**src/rtl/demux2x5_stream.sv**
```systemverilog
// Buffered 1-to-2 stream demultiplexer: each word is steered by in_sel into one of
// two independent FIFO channels, each with its own handshake and transfer counter.
module demux2x5_stream #(
    parameter int WIDTH = 5,
    parameter int DEPTH = 2,
    parameter int CNT_W = 8
) (
    input  logic             clk,
    input  logic             rst_n,
    input  logic [WIDTH-1:0] in_data,
    input  logic             in_sel,
    input  logic             in_valid,
    output logic             in_ready,
    output logic [WIDTH-1:0] out0_data,
    output logic             out0_valid,
    input  logic             out0_ready,
    output logic [WIDTH-1:0] out1_data,
    output logic             out1_valid,
    input  logic             out1_ready,
    output logic [CNT_W-1:0] cnt0,
    output logic [CNT_W-1:0] cnt1
);

    localparam int PTR_W = (DEPTH > 1) ? $clog2(DEPTH) : 1;

    logic [1:0]       full;
    logic [1:0]       empty;
    logic [1:0]       push;
    logic [1:0]       pop;
    logic [1:0]       out_ready_vec;
    logic [WIDTH-1:0] head [2];
    logic [CNT_W-1:0] xfer [2];

    assign out_ready_vec = {out1_ready, out0_ready};

    // Readiness depends only on the selected channel's registered occupancy,
    // so a stalled channel never blocks words bound for the other one.
    assign in_ready = !full[in_sel];

    genvar gi;
    generate
        for (gi = 0; gi < 2; gi++) begin : g_chan
            logic [WIDTH-1:0] mem_reg [DEPTH];
            logic [PTR_W-1:0] rd_ptr_reg;
            logic [PTR_W-1:0] wr_ptr_reg;
            logic [PTR_W:0]   count_reg;
            logic [CNT_W-1:0] xfer_reg;

            assign full[gi]  = (count_reg == (PTR_W + 1)'(DEPTH));
            assign empty[gi] = (count_reg == '0);
            assign push[gi]  = in_valid && !full[gi] && (in_sel == 1'(gi));
            assign pop[gi]   = !empty[gi] && out_ready_vec[gi];
            assign head[gi]  = mem_reg[rd_ptr_reg];
            assign xfer[gi]  = xfer_reg;

            always_ff @(posedge clk) begin
                if (!rst_n) begin
                    for (int i = 0; i < DEPTH; i++) begin
                        mem_reg[i] <= '0;
                    end
                    rd_ptr_reg <= '0;
                    wr_ptr_reg <= '0;
                    count_reg  <= '0;
                    xfer_reg   <= '0;
                end else begin
                    if (push[gi]) begin
                        mem_reg[wr_ptr_reg] <= in_data;
                        wr_ptr_reg          <= wr_ptr_reg + 1'b1;
                        xfer_reg            <= xfer_reg + 1'b1;
                    end
                    if (pop[gi]) begin
                        rd_ptr_reg <= rd_ptr_reg + 1'b1;
                    end
                    // Simultaneous push and pop leaves the occupancy unchanged.
                    case ({push[gi], pop[gi]})
                        2'b10:   count_reg <= count_reg + 1'b1;
                        2'b01:   count_reg <= count_reg - 1'b1;
                        default: count_reg <= count_reg;
                    endcase
                end
            end
        end
    endgenerate

    assign out0_data  = head[0];
    assign out1_data  = head[1];
    assign out0_valid = !empty[0];
    assign out1_valid = !empty[1];
    assign cnt0       = xfer[0];
    assign cnt1       = xfer[1];

endmodule

```
**config.mk**
```make
export PLATFORM = sky130hd
export DESIGN_NAME = demux2x5_stream
export DESIGN_NICKNAME = d
export VERILOG_FILES = /design/src/rtl/demux2x5_stream.sv
export SDC_FILE = /design/constraint.sdc
export NUM_CORES = 1
export LEC_CHECK = 0
export CAP_MARGIN = 20
export CORE_ASPECT_RATIO = 1.75
export CORE_UTILIZATION = 42
export DETAILED_ROUTE_END_ITERATION = 8
export GPL_TIMING_DRIVEN = 0
export PLACE_DENSITY_LB_ADDON = 0.1
export SLEW_MARGIN = 20
export SYNTH_ARGS = -nofsm -noshare
export SYNTH_HDL_FRONTEND = slang
export SYNTH_SLANG_ARGS = --single-unit
```
**constraint.sdc**
```tcl
create_clock -name clk -period 3.9 [get_ports clk]
set_clock_uncertainty 0.05 [all_clocks]
set_input_delay 0.975 -clock clk [delete_from_list [all_inputs] [get_ports clk]]
set_output_delay 0.975 -clock clk [all_outputs]
set_load 0.005 [all_outputs]
```
# ---- Yosys cells after proc, flatten, opt, wreduce, memory -nomap -nowiden
# Memories as Yosys holds them, arrays and structs flattened. A register that Yosys moved wholly into a read port is not among the register bits.
# Cells that the tools add are included.
dict set report classes {
  addsub 10
  magnitude_cmp 1
  n_eq_ne 6
  n_mux 21
  n_bitwise 1
  n_reduce_logical 17
}
# operator count
set op_table {}
lappend op_table {{1-bit two-way mux} 17}
lappend op_table {{8-bit by 1-bit adder with 8-bit output, second input constant} 2}
lappend op_table {{5-bit two-way mux} 2}
lappend op_table {{5-bit OR reduction} 2}
lappend op_table {{2-bit equality test, second input constant} 4}
lappend op_table {{2-bit one-hot mux with 2 select lines} 2}
lappend op_table {{1-bit logical AND} 6}
lappend op_table {{1-bit zero test} 5}
lappend op_table {{1-bit adder, second input constant} 4}
lappend op_table {{2-bit by 1-bit adder with 2-bit output, second input constant} 2}
lappend op_table {{2-bit by 1-bit equality test with 1-bit output, second input constant} 2}
lappend op_table {{2-bit zero test} 2}
lappend op_table {{2-bit nonzero test} 2}
lappend op_table {{2-bit by 1-bit subtractor with 2-bit output, second input constant} 2}
lappend op_table {{1-bit by 2-bit < comparator with 1-bit output, second input constant} 1}
lappend op_table {{1-bit NOT} 1}
dict set report totals {
  reg_bits 24
  mem_bits_rw 20
  out_inout_bits 29
  word_cells 66
  mem_count 2
}
# name words word_bits rd rd_ports_with_merged_regs wr line
set mem_list {}
lappend mem_list {{g_chan[0].mem_reg} 2 5 1 1 2 43} ;# logic [WIDTH-1:0] mem_reg [DEPTH];
lappend mem_list {{g_chan[1].mem_reg} 2 5 1 1 2 43}

# ---- Depth between registers and ports, before layout
dict set report depth {
  ltp_word 9
  depth_mapped 8
  depth_no_buf 6
}

# ---- Worst setup path after synthesis
# Ideal clock, no wire load.
dict set report synth_timing {
  path_type {input-to-reg}
  start {input in_sel}
  end {register g_chan[1].count_reg[1]}
  setup_time_ns 0.072
  arrival_ns 2.428
  slack_ns 1.350
  stages 7
  path_buffers 2
  cell_sequence {buf_2 -> nand2_1 -> buf_2 -> or2_2 -> ha_1 -> or3_1 -> a21oi_1}
}
dict set report synth_via {
  elab_chain_cells 3
  elab_cells_between_ends 5
  classes_between {eq/ne (2); mux (1); reduce/logical (2)}
}
# element line
set synth_lines {}
lappend synth_lines {{start, declared} 11} ;# input logic in_sel,
lappend synth_lines {{1-bit logical AND (*)} 51} ;# assign push[gi] = in_valid && !full[gi] && (in_sel == 1'(gi));
lappend synth_lines {{2-bit by 1-bit equality test with 1-bit output / 2-bit equality test (equally long branches)} 75} ;# case ({push[gi], pop[gi]})
lappend synth_lines {{2-bit one-hot mux with 2 select lines / 2-bit nonzero test (equally long branches)} --}
lappend synth_lines {{end signal, assigned} 76} ;# 2'b10: count_reg <= count_reg + 1'b1;
lappend synth_lines {{end signal, assigned} 77} ;# 2'b01: count_reg <= count_reg - 1'b1;
lappend synth_lines {{end signal, assigned} 78} ;# default: count_reg <= count_reg;
lappend synth_lines {{end, declared} 46} ;# logic [PTR_W:0] count_reg;
# Mark *: on every way between the ends. The rest lies on a longest branch, timed or not.
# A chain may end at the register's enable or synchronous reset.

# ---- Worst setup path after layout
dict set report layout_timing {
  start {input in_sel}
  end {output in_ready}
}
dict set report layout_via {
  elab_chain_cells 3
}
# element line
set layout_lines {}
lappend layout_lines {{1-bit two-way mux (implied by the code) (2 in series)} 38} ;# assign in_ready = !full[in_sel];
lappend layout_lines {{1-bit zero test} 38}
lappend layout_lines {{end, declared} 13} ;# output logic in_ready,
# Every way passes these cells. The select of a mux whose other input is x is not followed.

==> reports/qor.txt <==
H-tree levels: 2
layout cells sized above 1: 0.152
Yosys reg bits: 46
power density cells: 464 nW/um2
clock sink total: 46
critical-path maximum fanout: 10
Skew-Pair Late Insertion Delay: 300 ps
largest net degree at the start of global routing: 16
Post-Syn Area: 2220 um2
Rel. slew slack: 0.570
final setup vio count: 0
CTS tree: built
Worst Tran Pin Value: 640 ps
first-pass GRT wire length: 7.40 mm
Hold WC Path Type: reg -> reg
Final Hold Viols: 0
die width: 57.0 um
DRC: 6
design area: 2790 um2
failing checks: DRC
DR iter-0 viols: 32
Netlist cell types: 33
fin crit share: 0.877
Total GRT Usage: 0.172
Root Buffer: clkbuf_8
post-detailed-routing wire length: 4.50 mm
Slew Limit Fails: 0
cts hold-fix bufs: 0
critical path endpoint category: output port
fin crit period: 3420 ps
sequential element share of the synthesized area: 0.505
Util after Layout: 0.556
drt pass-1 iters: 6
ANT nets after route: 0
DR vias: 1,624
run status: complete, but fails checks
initial antenna violation count: 0
CTS Buf Count: 5
MaxCap Viol Count: 0
Total Neg Setup Slack: 0 ps
Peak Freq: 293 MHz
IO Pins: 40
ANT cells: 0
Initial Util: 0.442
Synth Instances: 203
placement row count: 34
Core Region: 5020 um2
worst vdd ir: 0.239 mV
CTS max path bufs: 2
post-DP HPWL: 3.38 mm
vias in the first global route: 1,608
crit path kind: in -> out
setup bufs post-CTS: 0
Buffers on Ports: 39
warnings from Yosys: 0
die area: 5590 um2
Worst setup SP type: input pin
clock slew at reported path FFs: 80 ps
Synthesized Nets: 218
Post-DP Area: 2680 um2
Die Y: 98.2 um
gp weighted congestion: 0.741
vias per cell: 5.34
Critical Path RT: 2870 ps
Pleak: 0.979 nW
Synth-to-Final Area Change: 25.7%
total congestion overflow: 0
cts repair resizes: 0
Arr. time, crit path: 2390 ps
average wire per standard cell: 14.8 um
fin nets: 264
Mean Syn Cell Area: 10.9 um2
RSZ-0062 raised after global routing: no
max FFs per register: 20
-- logic make-up (layout without fill, tap and decap cells) --
logic type	after synthesis	count (layout)	synth area share
AO/OA/AOI/OAI	26	26	0.0654
XOR/XNOR	6	6	0.0237
adder cells (fa/ha/maj)	4	4	0.0225
buffers and inverters	13	60	0.0315
flip-flops	46	46	0.505
multiplexers	19	19	0.0913
AND/OR/NAND/NOR	89	89	0.261
-- cells in the final DEF, fill, tap and decap left out, types with 8 or more instances in the layout --
cell             instances
a21oi_1                 12
and2_1                  20
clkdlybuf4s50_1         39
dfxtp_1                 26
edfxtp_1                20
mux2_2                  10
mux2i_1                  9
nand2_1                 14
nand2b_1                11
o21ai_0                  8
-- layer usage --
metal  GRT usage  wire [um]
met1       0.177       1700
met5           0          0
met2       0.330       2530
met3      0.0344        207
met4      0.0619         68
-- worst paths after layout --
path	startpoint	to	slack, ps	depth (start not counted)
worst min-delay path	cnt1[7]$_SDFFE_PN0N_	cnt1[7]$_SDFFE_PN0N_	420	2
worst min register to register	cnt1[7]$_SDFFE_PN0N_	cnt1[7]$_SDFFE_PN0N_	420	2
worst max-delay path	in_sel	in_ready	480	4
worst max register to register	g_chan[0].count_reg[0]$_SDFFE_PN0P_	g_chan[0].count_reg[1]$_SDFFE_PN0P_	1800	7
-- power breakdown --
part / switching (W) / internal (W) / leakage (nW)
clock network: 0.000166 / 0.000192 / 0.0585
registers: 0.0000443 / 0.000555 / 0.421
logic: 0.000140 / 0.000198 / 0.499
total: 0.000351 / 0.000945 / 0.979
-- Yosys cell counts, drive strengths merged --
cell type  instances  area (um2)
or3b               2        17.5
ha                 4        50.1
nor4               6        68.8
or4                4        30.0
nand2b            11        68.8
nor2b              2        12.5
clkinv             1        3.75
nand3              6        30.0
xor2               2        17.5
and4bb             1        12.5
inv                2        7.51
nor4b              4        53.8
nor4bb             1        10.0
o21ai              8        40.0
a21oi             12        60.1
nor2               6        22.5
and2              20         125
nand2             14        52.6
mux2i              9        90.1
o31ai              4        30.0
xnor2              4        35.0
clkbuf             3        11.3
o21a               2        15.0
nand4              2        12.5
dfxtp             26         521
edfxtp            20         601
or2                4        25.0
mux2              10         113
or3                6        37.5
buf                7        47.5
-- worst max-delay path, stage by stage --
cell and delay [ps]:
clkdlybuf4s50_1 460, buf_2 220, mux2i_1 210, clkdlybuf4s50_1 520
-- area by class of cell --
type                       instances  area [um2]
buffer                            10        58.8
clock buffer                       5        68.8
clock inverter                     3        43.8
fill                             486        2230
inverter                           3        11.3
multi-input combinational        144        1030
sequential                        46        1120
tap                               54        67.6
timing repair buffer              39         390
-- stage by stage --
step | setup WS, ps | hold slack, ps | std cells | total power, W
after floorplan | 1350 | 409 | 203 | 0.000804
after global placement | 466 | 407 | 296 | 0.000950
after detailed placement | 486 | 418 | 296 | 0.000955
after CTS | 473 | 428 | 304 | 0.00131
after global routing | 365 | 444 | 304 | 0.00137
final | 482 | 421 | 304 | 0.00130
No activity file was read; power rests on OpenSTA's default activity.
